### src/rtl/instr_fetch_stage_if.sv
// Purpose: bundles the fetch stage's control, instruction-memory and IF/ID
// signals into one interface.
// Ports (via modports):
//   master - the fetch stage. It drives the imem address and the IF/ID outputs,
//            and receives stall, redirect and imem data.
//   slave  - the environment around the fetch stage: hazard unit, branch
//            resolution, instruction memory and decoder.
interface instr_fetch_stage_if;
  logic        stall_i;
  logic        redirect_i;
  logic [31:0] redirect_pc_i;
  logic [31:0] imem_addr_o;
  logic [31:0] imem_data_i;
  logic [31:0] instr_o;
  logic [5:0]  opcode_o;
  logic [31:0] pc_plus4_o;
  logic        valid_o;
  logic [31:0] fetch_count_o;

  modport master (
    input  stall_i, redirect_i, redirect_pc_i, imem_data_i,
    output imem_addr_o, instr_o, opcode_o, pc_plus4_o, valid_o, fetch_count_o
  );

  modport slave (
    output stall_i, redirect_i, redirect_pc_i, imem_data_i,
    input  imem_addr_o, instr_o, opcode_o, pc_plus4_o, valid_o, fetch_count_o
  );
endinterface

### src/rtl/instr_fetch_stage.sv
// Purpose: MIPS instruction fetch stage. It holds the PC and drives the imem
// address, then registers the fetched word and PC+4 into the IF/ID register.
// Ports:
//   clk_i - rising-edge clock
//   rst_i - asynchronous active-low reset
//   bus   - instr_fetch_stage_if.master. It carries:
//           - stall/redirect control and the redirect target
//           - the combinational imem address and read data
//           - the IF/ID outputs: instr, opcode, pc+4, valid, fetch count
module instr_fetch_stage #(
  parameter logic [31:0] RESET_PC = 32'h0000_0000
) (
  input  logic                       clk_i,
  input  logic                       rst_i,
  instr_fetch_stage_if.master        bus
);

  localparam int unsigned XLEN = 32;
  localparam logic [XLEN-1:0] PC_INIT = {RESET_PC[XLEN-1:2], 2'b00};

  logic [XLEN-1:0] pc;
  logic [XLEN-1:0] pc_next_seq;
  logic [XLEN-1:0] instr_q;
  logic [XLEN-1:0] pc_plus4_q;
  logic            valid_q;
  logic [XLEN-1:0] fetch_count;
  logic [1:0]      unused_redirect_lsbs;

  // Sequential PC; wraps modulo 2^32.
  assign pc_next_seq = pc + XLEN'(4);

  // Redirect beats stall; stall freezes PC and IF/ID; otherwise advance.
  always_ff @(posedge clk_i or negedge rst_i) begin
    if (!rst_i) begin
      pc         <= PC_INIT;
      instr_q    <= '0;
      pc_plus4_q <= '0;
      valid_q    <= 1'b0;
    end else if (bus.redirect_i) begin
      pc         <= {bus.redirect_pc_i[XLEN-1:2], 2'b00};
      instr_q    <= '0;
      pc_plus4_q <= '0;
      valid_q    <= 1'b0;
    end else if (!bus.stall_i) begin
      pc         <= pc_next_seq;
      instr_q    <= bus.imem_data_i;
      pc_plus4_q <= pc_next_seq;
      valid_q    <= 1'b1;
    end
  end

  // Count a held instruction only when downstream actually consumes it.
  always_ff @(posedge clk_i or negedge rst_i) begin
    if (!rst_i) begin
      fetch_count <= '0;
    end else if (valid_q && !bus.stall_i && !bus.redirect_i) begin
      fetch_count <= fetch_count + XLEN'(1);
    end
  end

  // Word alignment makes the redirect target's low bits irrelevant.
  assign unused_redirect_lsbs = bus.redirect_pc_i[1:0];

  assign bus.imem_addr_o   = pc;
  assign bus.instr_o       = instr_q;
  assign bus.opcode_o      = instr_q[31:26];
  assign bus.pc_plus4_o    = pc_plus4_q;
  assign bus.valid_o       = valid_q;
  assign bus.fetch_count_o = fetch_count;

endmodule
### src/flat_wrapper.sv
// flat-port wrapper written by rule: the top's interface ports become plain ports
module instr_fetch_stage_flat 
#(
  parameter logic [31:0] RESET_PC = 32'h0000_0000
)
  (clk_i, rst_i, bus_stall_i, bus_redirect_i, bus_redirect_pc_i, bus_imem_data_i, bus_imem_addr_o, bus_instr_o, bus_opcode_o, bus_pc_plus4_o, bus_valid_o, bus_fetch_count_o);
  instr_fetch_stage_if bus_i ();
  input  logic clk_i;
  input  logic rst_i;
  input wire logic [$bits(bus_i.stall_i)-1:0] bus_stall_i;
  input wire logic [$bits(bus_i.redirect_i)-1:0] bus_redirect_i;
  input wire logic [$bits(bus_i.redirect_pc_i)-1:0] bus_redirect_pc_i;
  input wire logic [$bits(bus_i.imem_data_i)-1:0] bus_imem_data_i;
  output wire logic [$bits(bus_i.imem_addr_o)-1:0] bus_imem_addr_o;
  output wire logic [$bits(bus_i.instr_o)-1:0] bus_instr_o;
  output wire logic [$bits(bus_i.opcode_o)-1:0] bus_opcode_o;
  output wire logic [$bits(bus_i.pc_plus4_o)-1:0] bus_pc_plus4_o;
  output wire logic [$bits(bus_i.valid_o)-1:0] bus_valid_o;
  output wire logic [$bits(bus_i.fetch_count_o)-1:0] bus_fetch_count_o;
  assign bus_i.stall_i = bus_stall_i;
  assign bus_i.redirect_i = bus_redirect_i;
  assign bus_i.redirect_pc_i = bus_redirect_pc_i;
  assign bus_i.imem_data_i = bus_imem_data_i;
  assign bus_imem_addr_o = bus_i.imem_addr_o;
  assign bus_instr_o = bus_i.instr_o;
  assign bus_opcode_o = bus_i.opcode_o;
  assign bus_pc_plus4_o = bus_i.pc_plus4_o;
  assign bus_valid_o = bus_i.valid_o;
  assign bus_fetch_count_o = bus_i.fetch_count_o;
  instr_fetch_stage #(.RESET_PC(RESET_PC)) u_core (.clk_i(clk_i), .rst_i(rst_i), .bus(bus_i));
endmodule
### config.mk
export PLATFORM = sky130hd
export DESIGN_NAME = instr_fetch_stage_flat
export DESIGN_NICKNAME = d
export VERILOG_FILES = /design/src/rtl/instr_fetch_stage_if.sv /design/src/rtl/instr_fetch_stage.sv /design/src/flat_wrapper.sv
export SDC_FILE = /design/constraint.sdc
export NUM_CORES = 1
export LEC_CHECK = 0
export ABC_AREA = 1
export ABC_CLOCK_PERIOD_IN_PS = 2350
export CAP_MARGIN = 10
export CORE_ASPECT_RATIO = 1.4
export CORE_MARGIN = 4
export CORE_UTILIZATION = 50
export DETAILED_ROUTE_END_ITERATION = 12
export GPL_ROUTABILITY_DRIVEN = 0
export PLACE_DENSITY = 0.86
export SLEW_MARGIN = 20
export SYNTH_ARGS = -nofsm -noshare
export SYNTH_HDL_FRONTEND = slang
export SYNTH_SLANG_ARGS = --single-unit
export TNS_END_PERCENT = 20
### constraint.sdc
create_clock -name clk_i -period 2.35 [get_ports clk_i]
set_input_delay 0.5875 -clock clk_i [delete_from_list [all_inputs] [get_ports clk_i]]
set_output_delay 0.5875 -clock clk_i [all_outputs]
set_load 0.05 [all_outputs]
Word level (Yosys, flattened, before mapping)
Index checks and enable logic that the tools add are counted. Widths: inputs -> output; s select.

Reduce and logical (&&, ||, !) cells: 4. Mux-type cells: 7. Equal/unequal tests: 1. Add/subtract/negate cells: 2.

Operator list (count): $mux 32 (5); $add 32x1->32 const B (1); $add 32x3->32 const B (1); $logic_and 1x1->1 (2); $logic_not 1->1 (2); $mux 1 (2); $ne 2x1->1 const B (1).

Output and inout bits: 135. Register bits: 129.

Depth between registers and ports, before layout
Gate-level depths: netlist of the first run.

Depth after elaboration: 3. Depth in mapped cells: 10. Gate-level depth less buffers: 10.

Worst setup path after synthesis of the first run
Ideal clock, no wire load.

Path type: register to register. Start: register u_core.pc[3], in the netlist u_core.bus.imem_addr_o[3]. End: register u_core.pc[12], in the netlist u_core.bus.imem_addr_o[12]. Setup slack: 0.502 ns. Arrival: 1.720 ns. Setup time: 0.128 ns. Path buffers: 0. Cell stages (with the launch flop): 9. Data required time: 2.222 ns. Path through: dfrtp_1 > ha_1 > nand2_1 > nor2_1 > nand2_2 > nor2_2 > a21oi_1 > o21ai_0 > nand2_1.

Word-level cells in the longest chain between the ends: 3.

Ends and longest elaborated chain: start: declaration (line instr_fetch_stage.sv:21) `logic [XLEN-1:0] pc;`; start signal: assignment (line instr_fetch_stage.sv:40) `pc <= {bus.redirect_pc_i[XLEN-1:2], 2'b00};`; start signal: assignment (line instr_fetch_stage.sv:45) `pc <= pc_next_seq;`; $add 32x3->32 (line instr_fetch_stage.sv:30) `assign pc_next_seq = pc + XLEN'(4);`; $mux 32 (line instr_fetch_stage.sv:44) `end else if (!bus.stall_i) begin`; $mux 32 (line instr_fetch_stage.sv:39) `end else if (bus.redirect_i) begin`.

Every way passes these cells. The select of a mux whose other input is x is not followed. A chain may end at the register's enable or synchronous reset.

Final worst setup path of the first run
Start: register u_core.pc[9], in the netlist u_core.bus.imem_addr_o[9]. End: output bus_imem_addr_o[9].

RTL lines: end: declaration (line flat_wrapper.sv:14) `output wire logic [$bits(bus_i.imem_addr_o)-1:0] bus_imem_addr_o;`.

No word-level cell between the ends.

==> flow_summary.toml, run 1 <==
[die]
die-area_mm2 = 0.0141
io_pins = 203
core-area_mm2 = 0.0119
die_y_um = 139
chipWidth_um = 101
start_util = 0.515
rows = 47

[sta]
slew_headroom = 0.603
setup_tns_ns = 0
drv_slew = 0
setup_violations = 0
min_period_ns = 2.30
worst_pin_slew_ns = 0.596
rsz0062_at_grt = "no"
fin_skew_ns = 0.00922
post-route-period-util = 0.980
hold_slack_ns = 0.189
timing.final.hold_violations = 0
max_freq_mhz = 434

[clock_tree]
numClockSinks = 126
cts_buffers = 17
htreeDepth = 4
root_buffer = "clkbuf_16"
clk_latency_ns = 0.41
clkTransAtPathRegs_ns = 0.05
cts_buffer_depth = 2
postCtsHoldBufs = 0
cts_tree = "done"

[power_and_ir_drop]
power.density_mw_per_mm2 = 759
peakVddDrop_uv = 688
leakage_uw = 0.00439

[worst_setup_path]
slowest_stage = "clkdlybuf4s50_1"
crit_arrival_ns = 1.72
start_kind = "register"
worst_ep_required_time_ns = 1.76
crit_chain = "clkdlybuf4s50_1"
endpoint_kind = "output port"
path_class = "register to output port"
crit_buf_inv = 1
cpPeakStageDelay_ns = 0.88
worst-path-max-fanout = 5
crit_family = "buffers and inverters"
ff2ff_path_depth = 8
cp.depth = 1

[global_routing]
grt_antenna_before_repair = 0
grt_pass1_wl_um = 30200
grt_pass1_vias = 6009
top_usage_layer = "met2"
met1_usage = 0.308
grtUsageTotal = 0.273
grt_max_degree = 43
use_met3 = 0.0730
use_met2 = 0.477
overflow = 0

[finish]
antennaDiodeCount = 0
area_growth_pct = 46.1
nNetsFinal = 1024
fillCellCount = 869
drive_gt1_frac = 0.0652

[detailed_routing]
wl_per_cell_um = 16.7
via_count = 5875
routed_wl_um = 18600
first_pass_iters = 5
antenna_left = 0
viasPerCell = 5.28
drtIter0Drc = 328
drc = 0

[yosys]
ys.warnings.count = 0
synth_area_leaders = "dfrtp_1, nand2_1, inv_1"
synth_largest_area_cell = "dfrtp_1"
ys_ff_latch = 126
yosysTopAreaCellShare = 0.516
synthesis.area_mm2 = 0.00611
syn_area_per_cell_um2 = 8.13
synth_cells = 752
synth.distinct_cells = 27
seq_area_frac_synth = 0.516

[placed_design]
hpwlAfterDp_um = 13500
io_buffer_count = 198

[status]
status = "finished, final reports clean"

[flow_run]
cap_viol_max_count = 0

[hold_path]
min_path_type = "input port to asynchronous set/reset pin"
[registers in the layout, indices dropped and copies added, names as in the netlist]
register and cells:
u_core.bus.fetch_count_o 32, u_core.bus.pc_plus4_o 31, u_core.bus.valid_o 1, u_core.bus.imem_addr_o 30, u_core.bus.instr_o 32
[metal layers]
layer | part of all wire | routed length, um
met1 | 0.36 | 6720
met2 | 0.52 | 9720
met3 | 0.082 | 1530
met4 | 0.035 | 655
met5 | 0 | 0
[final cells by class]
type                       count  area [um^2]  share of cell area
timing repair buffer         209         2130               0.239
sequential                   126         3150               0.353
clock buffer                  19          443              0.0496
clock inverter                12          193              0.0216
multi-input combinational    513         2500               0.280
tap                          147          184              0.0206
inverter                      87          327              0.0366
[kinds of logic after synthesis]
family                     synth area share
adders and majority gates           0.00409
AOI/OAI and AO/OA                    0.0823
other                              0.000613
buffers and inverters                0.0780
xor gates and xnor gates             0.0330
and+or+nand+nor                       0.286
DFF                                   0.516
[synthesized netlist by cell type (all sizes together)]
cell type	count
o21ai	21
o211ai	3
nor2	75
nand3	62
ha	2
o221ai	1
clkbuf	5
xnor2	11
xor2	12
nand2	262
buf	22
dfrtp	126
nor3	2
conb	1
a21oi	6
nand4	10
inv	87
a22o	35
o21bai	4
nand3b	5
[timing repair]
item	4_1_cts	5_1_grt
resized for setup	0	9
setup endpoints to repair	0	9
buffers inserted	0	0
[per-stage QoR]
step / area (um^2) / total power (uW) / std cells / setup WS, ns / util
6_report: 8930 / 6780 / 1113 / 0.0471 / 0.752
5_1_grt: 8930 / 7030 / 1113 / 0.00735 / 0.752
2_1_floorplan: 6120 / 3360 / 753 / 0.502 / -
3_3_place_gp: 8270 / 3940 / 1082 / 0.118 / 0.696
4_1_cts: 8910 / 6830 / 1113 / 0.00594 / 0.750
3_5_place_dp: 8270 / 3970 / 1082 / 0.0699 / 0.696
[report_power, final]
part / switching (uW) / leakage, uW / internal (uW)
clock: 947 / 0.000305 / 1900
sequential: 167 / 0.00164 / 2320
combinational: 942 / 0.00245 / 502
total: 2060 / 0.00439 / 4720
[placed cells by master (no fill, tap or decap)]
cell / count
ha_1: 2
o211ai_1: 3
clkdlybuf4s50_1: 188
clkinvlp_4: 3
clkbuf_8: 1
nand2_1: 258
o221ai_1: 1
bufinv_16: 5
nor2_4: 6
clkinv_2: 4
a21oi_1: 6
buf_4: 8
a22o_1: 35
buf_12: 4
xnor2_1: 11
dfrtp_1: 126
o21bai_1: 4
o21ai_0: 20
nand2_2: 4
clkbuf_16: 17
nor2_2: 8
clkbuf_1: 1
o21ai_1: 1
dlymetal6s2s_1: 9
conb_1: 2
nand4_1: 10
nand3b_1: 5
nor2_1: 61
xor2_1: 12
inv_2: 3
inv_1: 84
nor3_1: 2
nand3_1: 62
[final timing paths]
kind / from / endpoint / slack (ns)
worst max-delay path: u_core.bus.imem_addr_o[9] / bus_imem_addr_o[9] / 0.05
worst min-delay path: rst_i / u_core.bus.pc_plus4_o[18] / 0.19
worst max register to register: u_core.bus.imem_addr_o[2] / u_core.bus.imem_addr_o[14] / 0.47
worst min register to register: u_core.bus.pc_plus4_o[26] / u_core.bus.pc_plus4_o[26] / 0.48
max in group asynchronous: rst_i / u_core.bus.pc_plus4_o[4] / 1.52
min in group clk_i: u_core.bus.pc_plus4_o[26] / u_core.bus.pc_plus4_o[26] / 0.48
Note: power is estimated with default switching activity, not from simulation.
==> run 2: changes to the inputs <==
--- a/config.mk
+++ b/config.mk
@@ -12,7 +12,6 @@
 export CORE_MARGIN = 4
 export CORE_UTILIZATION = 50
 export DETAILED_ROUTE_END_ITERATION = 12
-export GPL_ROUTABILITY_DRIVEN = 0
 export PLACE_DENSITY = 0.86
 export SLEW_MARGIN = 20
 export SYNTH_ARGS = -nofsm -noshare
==> flow_summary.toml, run 2 (synthesis gave the netlist of run 1 again) <==
[status]
status = "finished, final reports clean"

[worst_setup_path]
crit_arrival_ns = 1.74
worst-path-max-fanout = 6
slowest_stage = "clkdlybuf4s50_1"
worst_ep_required_time_ns = 1.76
crit_buf_inv = 1
ff2ff_path_depth = 8
crit_family = "buffers and inverters"
reg2reg_from = "u_core.bus.imem_addr_o[2]"
path_class = "register to output port"
r2r-end = "u_core.bus.imem_addr_o[14]"
reg2reg_setup_slack_ns = 0.56
cpPeakStageDelay_ns = 0.87
crit_chain = "clkdlybuf4s50_1"
endpoint_kind = "output port"
start_kind = "register"

[sta]
drv_slew = 0
worst_pin_slew_ns = 0.595
min_period_ns = 2.33
timing.final.hold_violations = 0
setup_tns_ns = 0
slew_headroom = 0.603
max_freq_mhz = 430
fin_skew_ns = 0.00775
post-route-period-util = 0.990
rsz0062_at_grt = "no"
setup_violations = 0

[flow_run]
cap_viol_max_count = 0

[global_routing]
grtUsageTotal = 0.269
grt_max_degree = 47
grt_antenna_before_repair = 0
grt_pass1_vias = 5953
grt_pass1_wl_um = 29500
overflow = 0

[clock_tree]
cts_setup_buffers = 0
clkTransAtPathRegs_ns = 0.05
clk_latency_ns = 0.41
cts_buffers = 17
cts_tree = "done"
htreeDepth = 4
cts_resized = 0
postCtsHoldBufs = 0
cts_buffer_depth = 2
root_buffer = "clkbuf_16"
numClockSinks = 126

[detailed_routing]
first_pass_iters = 5
wl_per_cell_um = 16.4
antenna_left = 0
drc = 0
routed_wl_um = 18200
via_count = 5806
drtIter0Drc = 211
viasPerCell = 5.21

[die]
die-area_mm2 = 0.0141
core-area_mm2 = 0.0119
rows = 47
chipWidth_um = 101
die_y_um = 139
start_util = 0.515
io_pins = 203

[power_and_ir_drop]
power.internal_uw = 4460
seqPwrFrac = 0.382
leakage_uw = 0.00434
peakVddDrop_uv = 455
clkPwrFrac = 0.395
power.density_mw_per_mm2 = 733
p_switching_uw = 2060
switching_share = 0.316
combPwrFrac = 0.223
finalPower_uw = 6520

[finish]
seqCellArea_mm2 = 0.00315
mostFrequentLayoutCell = "nand2_1"
area_growth_pct = 45.6
fillCellCount = 885
nNetsFinal = 1027
mostFrequentLayoutCells = "nand2_1, clkdlybuf4s50_1, dfrtp_1"
fin_util = 0.749
antennaDiodeCount = 0
drive_gt1_frac = 0.0682
multi_input_area_mm2 = 0.00250

[placed_design]
hpwlAfterDp_um = 13600
io_buffer_count = 198
routabilityCongestion = 0.981

[hold_path]
min_path_type = "input port to asynchronous set/reset pin"
## run 2: cell types whose count changed in the layout (fill, tap and decap cells not counted), sizes merged
cell,before,now
clkinv,4,5
clkbuf,19,20
clkdlybuf4s50,188,192
dlymetal6s2s,9,5
bufinv,5,2
buf,12,15
## run 2: power by group through the flow
stage,Combinational (uW),Sequential [uW],Clock (uW)
after floorplan,324,3030,0
after global placement,1430,2520,0
after detailed placement,1460,2520,0
after CTS,1460,2490,2620
after global routing,1540,2510,2720
final,1450,2490,2580
## run 2: layer usage
metal	global-route usage	wire length, um	vias up	part of all wire
met4	0.126	675	0	0.037
met3	0.0735	1450	45	0.079
met5	0	0	-	0
li1	-	-	2795	-
met2	0.455	9430	239	0.52
met1	0.309	6690	2727	0.37
## run 2: final cells by class
| cell class | instances | area share |
|---|---|---|
| Timing Repair Buffer | 212 | 0.243 |
| Sequential cell | 126 | 0.354 |
| Multi-Input combinational cell | 513 | 0.281 |
| Clock buffer | 20 | 0.0524 |
| Tap cell | 147 | 0.0207 |
| Clock inverter | 10 | 0.0129 |
| Inverter | 87 | 0.0367 |
## run 2: worst max-delay path by stage
| stage | start | to | slack [ns] | cells past startpoint |
|---|---|---|---|---|
| 2_1_floorplan | u_core.bus.imem_addr_o[3] | u_core.bus.imem_addr_o[12] | 0.50 | 8 |
| 3_3_place_gp | bus_redirect_i | u_core.bus.fetch_count_o[22] | 0.17 | 8 |
| 3_5_place_dp | bus_redirect_i | u_core.bus.fetch_count_o[20] | 0.13 | 8 |
| 4_1_cts | u_core.bus.fetch_count_o[11] | bus_fetch_count_o[11] | 0.01 | 1 |
| 5_1_grt | u_core.bus.imem_addr_o[14] | bus_imem_addr_o[14] | 0.002 | 1 |
| 6_report | u_core.bus.imem_addr_o[14] | bus_imem_addr_o[14] | 0.02 | 1 |
## run 2: through the flow
step	hold slack, ns	area [um^2]	std cells	worst slack, ns
2_1_floorplan	0.292	6120	753	0.502
3_3_place_gp	0.457	8310	1085	0.172
3_5_place_dp	0.466	8310	1085	0.132
4_1_cts	0.193	8890	1115	0.0103
5_1_grt	0.218	8900	1115	0.00192
6_report	0.192	8900	1115	0.0238
==> run 3: changes to the inputs <==
--- a/config.mk
+++ b/config.mk
@@ -9,7 +9,7 @@
 export ABC_CLOCK_PERIOD_IN_PS = 2350
 export CAP_MARGIN = 10
 export CORE_ASPECT_RATIO = 1.4
-export CORE_MARGIN = 4
+export CORE_MARGIN = 1
 export CORE_UTILIZATION = 50
 export DETAILED_ROUTE_END_ITERATION = 12
 export PLACE_DENSITY = 0.86
==> flow_summary.toml, run 3 (synthesis gave the netlist of run 1 again) <==
[detailed_routing]
via_count = 5924
drc = 0
routed_wl_um = 18400
antenna_left = 0
viasPerCell = 5.32
wl_per_cell_um = 16.5
first_pass_iters = 5
drtIter0Drc = 405

[finish]
drive_gt1_frac = 0.0662
area_growth_pct = 46.4
final_area_mm2 = 0.00895
antennaDiodeCount = 0
mostFrequentLayoutCells = "nand2_1, clkdlybuf4s50_1, dfrtp_1"
nNetsFinal = 1025
mostFrequentLayoutCell = "nand2_1"
fin_cells = 1114

[sta]
worst_slack_ns = 0.00978
setup_tns_ns = 0
min_period_ns = 2.34
max_freq_mhz = 427
drv_slew = 0
post-route-period-util = 0.996
setup_violations = 0
timing.final.hold_violations = 0
worst_pin_slew_ns = 0.580
rsz0062_at_grt = "no"
fin_skew_ns = 0.00486
slew_headroom = 0.613

[global_routing]
grt_pass1_vias = 5918
grt_max_degree = 53
grt_pass1_wl_um = 28700
grt_antenna_before_repair = 0
overflow = 0
grtUsageTotal = 0.299

[placed_design]
routabilityCongestion = 0.958
io_buffer_count = 198
pre_cts_ws_ns = 0.0408
dp_cells = 1082
placed_cell_area_mm2 = 0.00826
hpwlAfterDp_um = 13000

[worst_setup_path]
crit_arrival_ns = 1.75
crit_chain = "clkdlybuf4s50_1"
crit_family = "buffers and inverters"
endpoint_kind = "output port"
cpPeakStageDelay_ns = 0.87
worst_ep_required_time_ns = 1.76
worst-path-max-fanout = 6
start_kind = "register"
slowest_stage = "clkdlybuf4s50_1"
path_class = "register to output port"
crit_buf_inv = 1

[clock_tree]
cts_buffers = 17
root_buffer = "clkbuf_16"
clkTransAtPathRegs_ns = 0.06
cts_setup_buffers = 0
clk_latency_ns = 0.42
cts_tree = "done"
cts_buffer_depth = 2
numClockSinks = 126
htreeDepth = 4

[power_and_ir_drop]
combPwrFrac = 0.211
peakVddDrop_uv = 515
clkPwrFrac = 0.426
power.internal_uw = 4780
seqPwrFrac = 0.364
switching_share = 0.305
finalPower_uw = 6880
power.density_mw_per_mm2 = 769
p_switching_uw = 2100
leakage_uw = 0.00439

[status]
status = "finished, final reports clean"

[die]
core-area_mm2 = 0.0119
die-area_mm2 = 0.0127
start_util = 0.515
chipWidth_um = 95.5
die_y_um = 133
rows = 47
io_pins = 203

[hold_path]
min_path_type = "register to register"

[flow_run]
cap_viol_max_count = 0
## run 3: cell count changes in the layout (fill, tap and decap cells not counted), sizes merged
cell / before / now
dlymetal6s2s: 5 / 9
clkinv: 5 / 3
clkdlybuf4s50: 192 / 188
bufinv: 2 / 5
dlygate4sd3: 0 / 1
buf: 15 / 12
## run 3: metrics by stage
step                      utilization  hold slack [ns]
after floorplan                     -            0.292
after global placement          0.695            0.422
after detailed placement        0.695            0.421
after CTS                       0.751            0.472
after global routing            0.753            0.499
final                           0.753            0.472
## run 3: per-layer routing
layer | GRT usage | vias up | routed length (um)
li1 | - | 2792 | -
met1 | 0.340 | 2792 | 6720
met2 | 0.513 | 283 | 9400
met3 | 0.0787 | 57 | 1510
met4 | 0.139 | 0 | 768
met5 | 0 | - | 0
## run 3: repair_timing
item / in CTS / in global routing
endpoints found under the hold margin: 4 / 0
hold buffers: 1 / 0
endpoints found under the setup margin: 0 / 9
gates resized for setup: 0 / 9
## run 3: final timing paths
check	slack [ns]	startpoint	depth (start not counted)	end
setup / recovery	0.01	u_core.bus.imem_addr_o[11]	1	bus_imem_addr_o[11]
hold / removal	0.47	u_core.bus.pc_plus4_o[3]	2	u_core.bus.pc_plus4_o[3]
setup reg to reg	0.40	u_core.bus.imem_addr_o[2]	8	u_core.bus.pc_plus4_o[12]
hold reg to reg	0.47	u_core.bus.pc_plus4_o[3]	2	u_core.bus.pc_plus4_o[3]
max in group asynchronous	1.19	rst_i	3	u_core.bus.pc_plus4_o[2]
min in group asynchronous	0.53	rst_i	2	u_core.bus.imem_addr_o[19]
## run 3: final cells by class
type                       instances  area, um^2
tap                              147         184
timing repair buffer             210        2130
clock inverter                    11         188
multi-input combinational        513        2500
clock buffer                      20         467
fill                             866        2930
inverter                          87         327
sequential                       126        3150
## run 3: tightest hold or removal path, cell delays in order (launching register included)
cell and delay (ns):
dfrtp_1 0.34, nand2_1 0.05, nand2_1 0.05
## run 3: power groups by stage
stage                     Sequential, uW  Combinational, uW  Clock (uW)
final                               2500               1450        2930
after global routing                2520               1530        3040
after CTS                           2500               1460        2950
after detailed placement            2530               1440           0
after global placement              2520               1410           0
after floorplan                     3030                324           0
==> RTL change, RTL diff (config.mk and constraints of run 3) <==
Reset style: synchronous (`rst_i`), changed in 2 clocked blocks. Comments in the files are not updated.
--- a/src/rtl/instr_fetch_stage.sv
+++ b/src/rtl/instr_fetch_stage.sv
@@ -32,3 +32,3 @@
   // Redirect beats stall; stall freezes PC and IF/ID; otherwise advance.
-  always_ff @(posedge clk_i or negedge rst_i) begin
+  always_ff @(posedge clk_i) begin
     if (!rst_i) begin
@@ -52,3 +52,3 @@
   // Count a held instruction only when downstream actually consumes it.
-  always_ff @(posedge clk_i or negedge rst_i) begin
+  always_ff @(posedge clk_i) begin
     if (!rst_i) begin
Formal check against the unedited RTL: differs if rst_i is asserted again (counterexample within 4 cycles, from zero or initial values and one cycle with rst_i low); with rst_i held inactive, the same outputs for 10 cycles.
==> RTL change against run 3 <==
Cell count increased by 5.8%; wire length decreased by 1.9%; setup slack improved by 0.025 ns; core utilization decreased by 0.073 points; clock skew up 0.0043 ns; synthesized area shrank 4.9%; design area is 4.6% lower; sequential share of layout area is 5.9 points lower; sequential cell count is 1 lower; critical path type unchanged.
Power is not compared: it rests on default switching activity, and its combinational part moved more than twofold at a synthesized area within 25%.
==> RTL change: results (changes against run 3) <==
[run_status]
status=completed  ; unchanged

[setup_path]
crit_path_max_incr_delay_ns=0.85  ; was 0.87 ns
setup.worst_path.start=u_core.bus.imem_addr_o[26]$_SDFFE_PN0P_  ; was u_core.bus.imem_addr_o[11]$_DFFE_PN0N_

[finish]
regArea_um2=2500  ; was 3150 um2
multi_input_area_share_pct=33.8  ; was 27.9%
nMultiInputCombCells=604  ; was 513
buf_share_pct=24.6  ; was 23.8%
clkbuf_count=22  ; was 20

[grt]
grt_max_degree=39  ; was 53
grt_pass1_vias=5912  ; was 5918
met1_usage_pct=31.8  ; was 34.0%
globalRouteMet2Util_pct=55.8  ; was 51.3%

[routing]
dr_wl_met2_um=9560  ; was 9400 um
drt-initial-drc-count=390  ; was 405
viasPerCell=5.28  ; was 5.32
wirelength_um=18000  ; was 18400 um

[timing]
max-slew-margin-rel_pct=62.5  ; was 61.3%

[placed_design]
placed_area_um2=7900  ; was 8260 um2
place_inst=1147  ; was 1082

[clock_network]
cts.sinks=125  ; was 126

[synthesis]
synth.area.top_cells=dfxtp_1 43%, nand2_1 19%, nor2_1 6.0%, nand3_1 4.3%, a21oi_1 3.9%  ; was dfrtp_1 52%, nand2_1 16%, inv_1 5.2%, nand3_1 5.1%, a22o_1 5.0%
yosysUniqueCellTypes=42  ; was 27
synthTopCellsByCount=289 x nand2_1, 125 x dfxtp_1, 93 x nor2_1, 57 x inv_1, 50 x nand3_1  ; was 258 x nand2_1, 126 x dfrtp_1, 84 x inv_1, 62 x nand3_1, 61 x nor2_1
ys_seq_area_share_pct=43.0  ; was 51.6%
synth_flop_cell=dfxtp_1  ; was dfrtp_1

==> RTL change: changes by cell type in the layout (fill, tap and decap cells not counted), moves of 7 or more <==
cell,run 3,this run
dfrtp_1,126,0
nand2_1,258,289
a32oi_1,0,24
nor2_1,61,92
a22o_1,35,7
nand3_1,62,50
xnor2_1,11,0
dfxtp_1,0,125
inv_1,84,57
a21oi_1,6,45
o21ai_0,20,13
==> RTL change: cells by family (layout without fill, tap and decap cells) <==
| kind of cell | Yosys count | in the layout | share of synthesized area (%) |
|---|---|---|---|
| buffers and inverters | 100 | 306 | 7.55 |
| other | 1 | 4 | 0.0645 |
| AND/OR/NAND/NOR | 482 | 482 | 35.7 |
| AO/OA/AOI/OAI | 107 | 107 | 11.9 |
| adder cells (fa/ha/maj) | 2 | 2 | 0.430 |
| flip-flops | 125 | 125 | 43.0 |
| XOR/XNOR | 9 | 9 | 1.36 |
